## config.mk

```make
export PLATFORM = sky130hd
export DESIGN_NAME = stbus_tx_framer
export DESIGN_NICKNAME = d
export VERILOG_FILES = /design/src/rtl/stbus_tx_framer.sv
export SDC_FILE = /design/constraint.sdc
export NUM_CORES = 1
export LEC_CHECK = 0
export ABC_AREA = 1
export ABC_CLOCK_PERIOD_IN_PS = 2800
export BUFFER_PORTS_ARGS = -buffer_cell sky130_fd_sc_hd__buf_2
export CORE_ASPECT_RATIO = 1.2
export CORE_UTILIZATION = 40
export DETAILED_ROUTE_END_ITERATION = 6
export GPL_TIMING_DRIVEN = 1
export HOLD_SLACK_MARGIN = 0.12
export SLEW_MARGIN = 20
export SYNTH_ARGS = -nofsm -noshare
export SYNTH_HDL_FRONTEND = slang
export SYNTH_SLANG_ARGS = --single-unit
```

## constraint.sdc

```tcl
create_clock -name c4 -period 2.8 [get_ports c4]
set_input_delay 0.28 -clock c4 [delete_from_list [all_inputs] [get_ports c4]]
set_output_delay 0.28 -clock c4 [all_outputs]
set_load 0.05 [all_outputs]
```

## src/rtl/stbus_tx_framer.sv

```systemverilog
// ST-BUS master transmitter: 8 kHz frame pulse plus 32x8-bit TDM serial data from c4.
// Bytes arrive through a one-deep valid/ready holding register; IDLE fills empty slots.
module stbus_tx_framer (
  input  logic       c4,
  input  logic       rst_n,
  input  logic [7:0] din,
  input  logic       din_valid,
  output logic       din_ready,
  output logic       f0_n,
  output logic       dx,
  output logic [4:0] ts,
  output logic       underrun
);

  localparam int unsigned CNT_W  = 9;
  localparam int unsigned BYTE_W = 8;
  localparam logic [BYTE_W-1:0] IDLE     = 8'hFF;
  localparam logic [CNT_W-1:0]  CNT_LAST = '1;

  logic [CNT_W-1:0]  cnt;
  logic [CNT_W-1:0]  cnt_nxt;
  logic [BYTE_W-1:0] sr;
  logic [BYTE_W-1:0] hold;
  logic              slot_start;
  logic              shift_en;
  logic              accept;

  // Edge qualifiers are decoded from the count the register is about to take.
  always_comb begin
    cnt_nxt    = cnt + CNT_W'(1);
    slot_start = (cnt_nxt[3:0] == 4'd0);
    shift_en   = !cnt_nxt[0] && !slot_start;
    accept     = din_valid && din_ready;
  end

  // Free-running frame counter; f0_n is a registered compare so it cannot glitch.
  always_ff @(posedge c4 or negedge rst_n) begin
    if (!rst_n) begin
      cnt  <= '0;
      f0_n <= 1'b1;
    end else begin
      cnt  <= cnt_nxt;
      f0_n <= (cnt_nxt != CNT_LAST);
    end
  end

  // Shift register: load at slot start, shift every second cycle inside the slot.
  always_ff @(posedge c4 or negedge rst_n) begin
    if (!rst_n) begin
      sr       <= IDLE;
      underrun <= 1'b0;
    end else begin
      underrun <= slot_start && din_ready;
      if (slot_start) begin
        sr <= din_ready ? IDLE : hold;
      end else if (shift_en) begin
        sr <= {sr[BYTE_W-2:0], 1'b0};
      end
    end
  end

  // Holding register; din_ready is the registered "hold empty" flag. A load and an
  // accept cannot collide because accept needs the register empty before the edge.
  always_ff @(posedge c4 or negedge rst_n) begin
    if (!rst_n) begin
      hold      <= '0;
      din_ready <= 1'b1;
    end else begin
      if (accept) begin
        hold      <= din;
        din_ready <= 1'b0;
      end else if (slot_start && !din_ready) begin
        din_ready <= 1'b1;
      end
    end
  end

  assign dx = sr[BYTE_W-1];
  assign ts = cnt[CNT_W-1:4];

endmodule
```

Word level (Yosys, flattened, before mapping) --
Cells that the tools add are included.
Cells by class: add/subtract/negate cells 1, multiply operators 0, divide/modulo/power cells 0, magnitude comparators 0, equal/unequal tests 1, shift operators 0, multiplexer cells 5, bitwise operators 0, reduce and logical (&&, ||, !) cells 10
Operators by type and width (number):
- $mux W8 | 3
- $add A9 B1 Y9 const B | 1
- $ne A9 B9 Y1 const B | 1
- $logic_and A1 B1 Y1 | 4
- $logic_not A4 Y1 | 1
- $reduce_bool A2 Y1 | 2
- $logic_not A1 Y1 | 3
- $mux W1 | 2
Storage, ports and cells: register bits after elaboration 28, latch bits 0, bits in writable memories 0, bits in read-only memories 0, bits of input ports 11, output and inout bits 9, logic and storage cells 23, memories 0

Depth between registers and ports, before layout --
word-level depth 6, depth in mapped cells 8, depth with buffers taken out 8

Worst setup path after synthesis --
OpenSTA, ideal clock, no wires.
path type register to register, from register din_ready, to register hold[0], setup time 0.065 ns, data arrival time 1.290 ns, required time 2.735 ns, slack 1.444 ns, stages on the path, launching flop included 6, buffers on the path 1, period minus slack after synthesis 1.356 ns, cell sequence dfstp_2 buf_2 nand2_1 inv_2 nand2_1 nand2_1
On the way: longest elaborated chain between the ends 1
Ends and longest elaborated chain:
- start: declaration | RTL line 8 | output logic din_ready,
- start signal: assignment | RTL line 67 | din_ready <= 1'b1;
- start signal: assignment | RTL line 71 | din_ready <= 1'b0;
- start signal: assignment | RTL line 73 | din_ready <= 1'b1;
- $logic_and A1 B1 Y1 | RTL line 33 | accept = din_valid && din_ready;
- end signal: assignment | RTL line 70 | hold <= din;
- end: declaration | RTL line 23 | logic [BYTE_W-1:0] hold;
No other way between the ends. A chain may end at the register's enable or synchronous reset.

Worst setup path after layout --
from register cnt[0], to register sr[3]
On the way: longest elaborated chain between the ends 5, elaborated cells between the ends (all ways) 7, those cells by class add/sub (1); mux (1); reduce/logical (5)
Ends and longest elaborated chain:
- start: declaration | RTL line 20 | logic [CNT_W-1:0] cnt;
- start signal: assignment | RTL line 42 | cnt <= cnt_nxt;
- $add A9 B1 Y9 (*) | RTL line 30 | cnt_nxt = cnt + CNT_W'(1);
- $logic_not A4 Y1 | RTL line 31 | slot_start = (cnt_nxt[3:0] == 4'd0);
- $logic_not A1 Y1 | RTL line 32 | shift_en = !cnt_nxt[0] && !slot_start;
- $logic_and A1 B1 Y1 | RTL line 32
- $reduce_bool A2 Y1 (no line)
- end signal: assignment | RTL line 55 | sr <= din_ready ? IDLE : hold;
- end signal: assignment | RTL line 57 | sr <= {sr[BYTE_W-2:0], 1'b0};
- end: declaration | RTL line 22 | logic [BYTE_W-1:0] sr;
Every way passes the cells marked *; elsewhere a longest branch is shown, timed or not.

==> key figures <==
Outcome
  – Status: completed

Power
  – Clock share of power: roughly 18%
  – Comb pwr share: 18.1%
  – Switch Pwr: 265 uW
  – Sw frac: 28.7%
  – Int Pwr: 657 uW
  – Worst vdd ir: roughly 0.32 mV
  – P per Cell Area: 621 nW/um^2
  – Sequential share of power: between 60% and 70%
  – Leak: 0.000769 uW

Cells and area
  – Area taken by multi-input logic gates: 542 um^2
  – Antenna cells: 0
  – Fillers: between 300 and 400
  – Register area: just over 700 um^2
  – Layout net count: 187
  – Fin util: between 40% and 50%
  – Area grow syn2layout: 8.11%
  – Layout cells sized above 1: around 27%

Routing
  – Via count: 1,017
  – Met2 Wirelength: about 1.2 mm
  – M1 WL: ~1.2 mm
  – Drt pass-1 iters: 4
  – Top Metal Used: met4
  – Metal3 WL: 59 um
  – Via/cell ratio: 4.87
  – DR iter-0 viols: 27
  – Routed WL: 2.49 mm
  – DRC Markers: 0
  – Wire per inst: 11.9 um
  – Final ANT Viol Nets: 0

Logic synthesis
  – Adder-Cell Fraction of Synth Area: 1.82%
  – Ys async rst share: 100%
  – Post-synth EDFFs: 0
  – Multiplexer area fraction after synthesis: 0%
  – Post-Syn Instances: 157
  – Synth warn: 0
  – Avg Cell Area, Syn: 8.74 um^2
  – Synth Area in XOR/XNOR: 1.82%
  – Post-synthesis simple-gate area fraction: 30.9%
  – Combinational family with the most area after synthesis: simple AND/OR/NAND/NOR gates
  – Seq/Total Area, Yosys: 52.0%
  – Compound-Gate Fraction of Synth Area: 4.92%
  – Synth Register Bits: 28
  – Mapped Nets: 170
  – Top FF cell, synth: dfrtp_1
  – Mapped cell area: around 1400 um^2
  – Library cells used by synthesis: 22

Floorplanning
  – Io pins: 20
  – Rows: 22
  – Die Area: 3670 um^2
  – Initial core utilization: 43.4%
  – Core Region: 3170 um^2
  – Die Span X: 55.5 um
  – Chip height: ~66 um

Global route
  – First-pass GRT wire length: 4.39 mm
  – Largest net degree at the start of global routing: 29
  – GR Overflow Total: 0
  – Vias in the first global route: 997
  – Initial antenna violation count: 0
  – All-Layer GR Usage: 15.3%

Run
  – Max-cap violations: 0

Worst setup path
  – CP Max Fanout: 10
  – WP data required: 3.07 ns
  – Crit path launch type: flip-flop
  – CP Data Arrival Time: between 1.5 and 2 ns
  – Worst Setup End Kind: flip-flop
  – Critical Setup Path Class: reg -> reg

Placed design
  – Number of port buffers: 19
  – DP Wirelength: about 1.8 mm
  – Placer Congestion: 0.781

CTS
  – Clk slew on worst S/H paths: about 0.14 ns
  – Clock root buffer: clkbuf_4
  – TritonCTS Sinks: 28
  – Worst skew pair latency: 0.32 ns
  – Setup Fix Bufs, Post-CTS: 0
  – CTS Buffer Depth: 2
  – CTS Buf Count: 3
  – Htree depth: 1
  – CTS tree: done

STA
  – Crit share post-route: 61.0%
  – Setup TNS: 0 ns
  – Endpoints failing setup: 0
  – Fin crit period: approximately 1.7 ns
  – Fin. max-slew vios: 0
  – Clock Skews: 0.00385 ns
  – Rel. slew slack: 59.0%
  – Slew @ Worst Pin: 0.615 ns
  – Hold Violations, Final: 0
  – Fmax: 585 MHz
  – RSZ-0062 raised after global routing: false

Worst hold path
  – Hold Path Class: in -> reg
flip-flops by register name (all words and copies together), names as in the netlist:
name and cells:
hold 8, sr 8, f0_n 1, din_ready 1, cnt 9, underrun 1
worst paths after layout:
check                        start  endpoint  slack, ns  depth (start not counted)
max                         cnt[0]     sr[3]       1.09                          5
min                         din[5]   hold[5]       0.14                          3
max reg2reg                 cnt[0]     sr[3]       1.09                          5
min reg2reg                hold[4]   hold[4]       0.49                          2
max in group asynchronous    rst_n   hold[4]       1.92                          2
min in group asynchronous    rst_n    cnt[8]       0.48                          2
stage by stage:
stage	setup slack, ns	hold WS (ns)	power (uW)	area [um^2]	instances
after floorplan	1.44	-0.0156	706	1370	157
after global placement	1.22	0.326	755	1450	204
after detailed placement	1.11	0.333	763	1450	204
after CTS	1.09	0.122	939	1480	209
after global routing	0.929	0.133	985	1480	209
final	1.09	0.136	922	1480	209
layout by cell type, fill, tap and decap left out, types with 3 or more instances in the layout:
master    instances
dfstp_2          10
nand3_1          20
dfrtp_1          18
nand2_1          51
o211ai_1          7
clkbuf_4          3
buf_2            19
inv_1            12
or2_2             7
nor2_1            7
power groups by stage:
| stage | Sequential (uW) | Clock (uW) | Combinational, uW |
|---|---|---|---|
| final | 586 | 169 | 167 |
| after global routing | 600 | 196 | 189 |
| after CTS | 586 | 182 | 171 |
| after detailed placement | 592 | 0 | 170 |
| after global placement | 590 | 0 | 166 |
| after floorplan | 606 | 0 | 100 |
cell type report:
class	instances	area share (%)
multi-input combinational	107	36.5
inverter	14	3.54
clock buffer	4	1.77
timing repair buffer	20	7.08
tap	36	3.04
sequential	28	48.1
critical path, cell delays in order (launching register included):
cell	delay, ns
dfrtp_1	0.60
ha_1	0.33
nand2_2	0.19
nor2_2	0.32
nand2_1	0.11
nand3_1	0.11
Yosys cell counts (5+ instances only):
cell       n  area, um^2
nand2_1   51         191
nor2_1     7        26.3
o211ai_1   7        52.6
nand3_1   20         100
inv_1     12        45.0
dfstp_2   10         263
or2_2      7        43.8
buf_4      5        37.5
dfrtp_1   18         450
routing by layer:
layer	vias up	GRT usage, %
met5	-	0
met4	0	6.56
met3	2	1.76
met2	18	27.6
met1	466	18.6
li1	531	-
what timing repair did:
item | 4_1_cts | 5_1_grt
resized for setup | 0 | 0
hold buffers | 1 | 0
endpoints found under the hold margin | 18 | 0
cells by family (layout without fill, tap and decap cells):
group	count (synthesis)	after routing
AND/OR/NAND/NOR	93	93
flip-flops	28	28
buffers and inverters	22	38
AO/OA/AOI/OAI	10	10
adder cells (fa/ha/maj)	2	2
XOR/XNOR	2	2
Power figures use the tool's default switching activity.
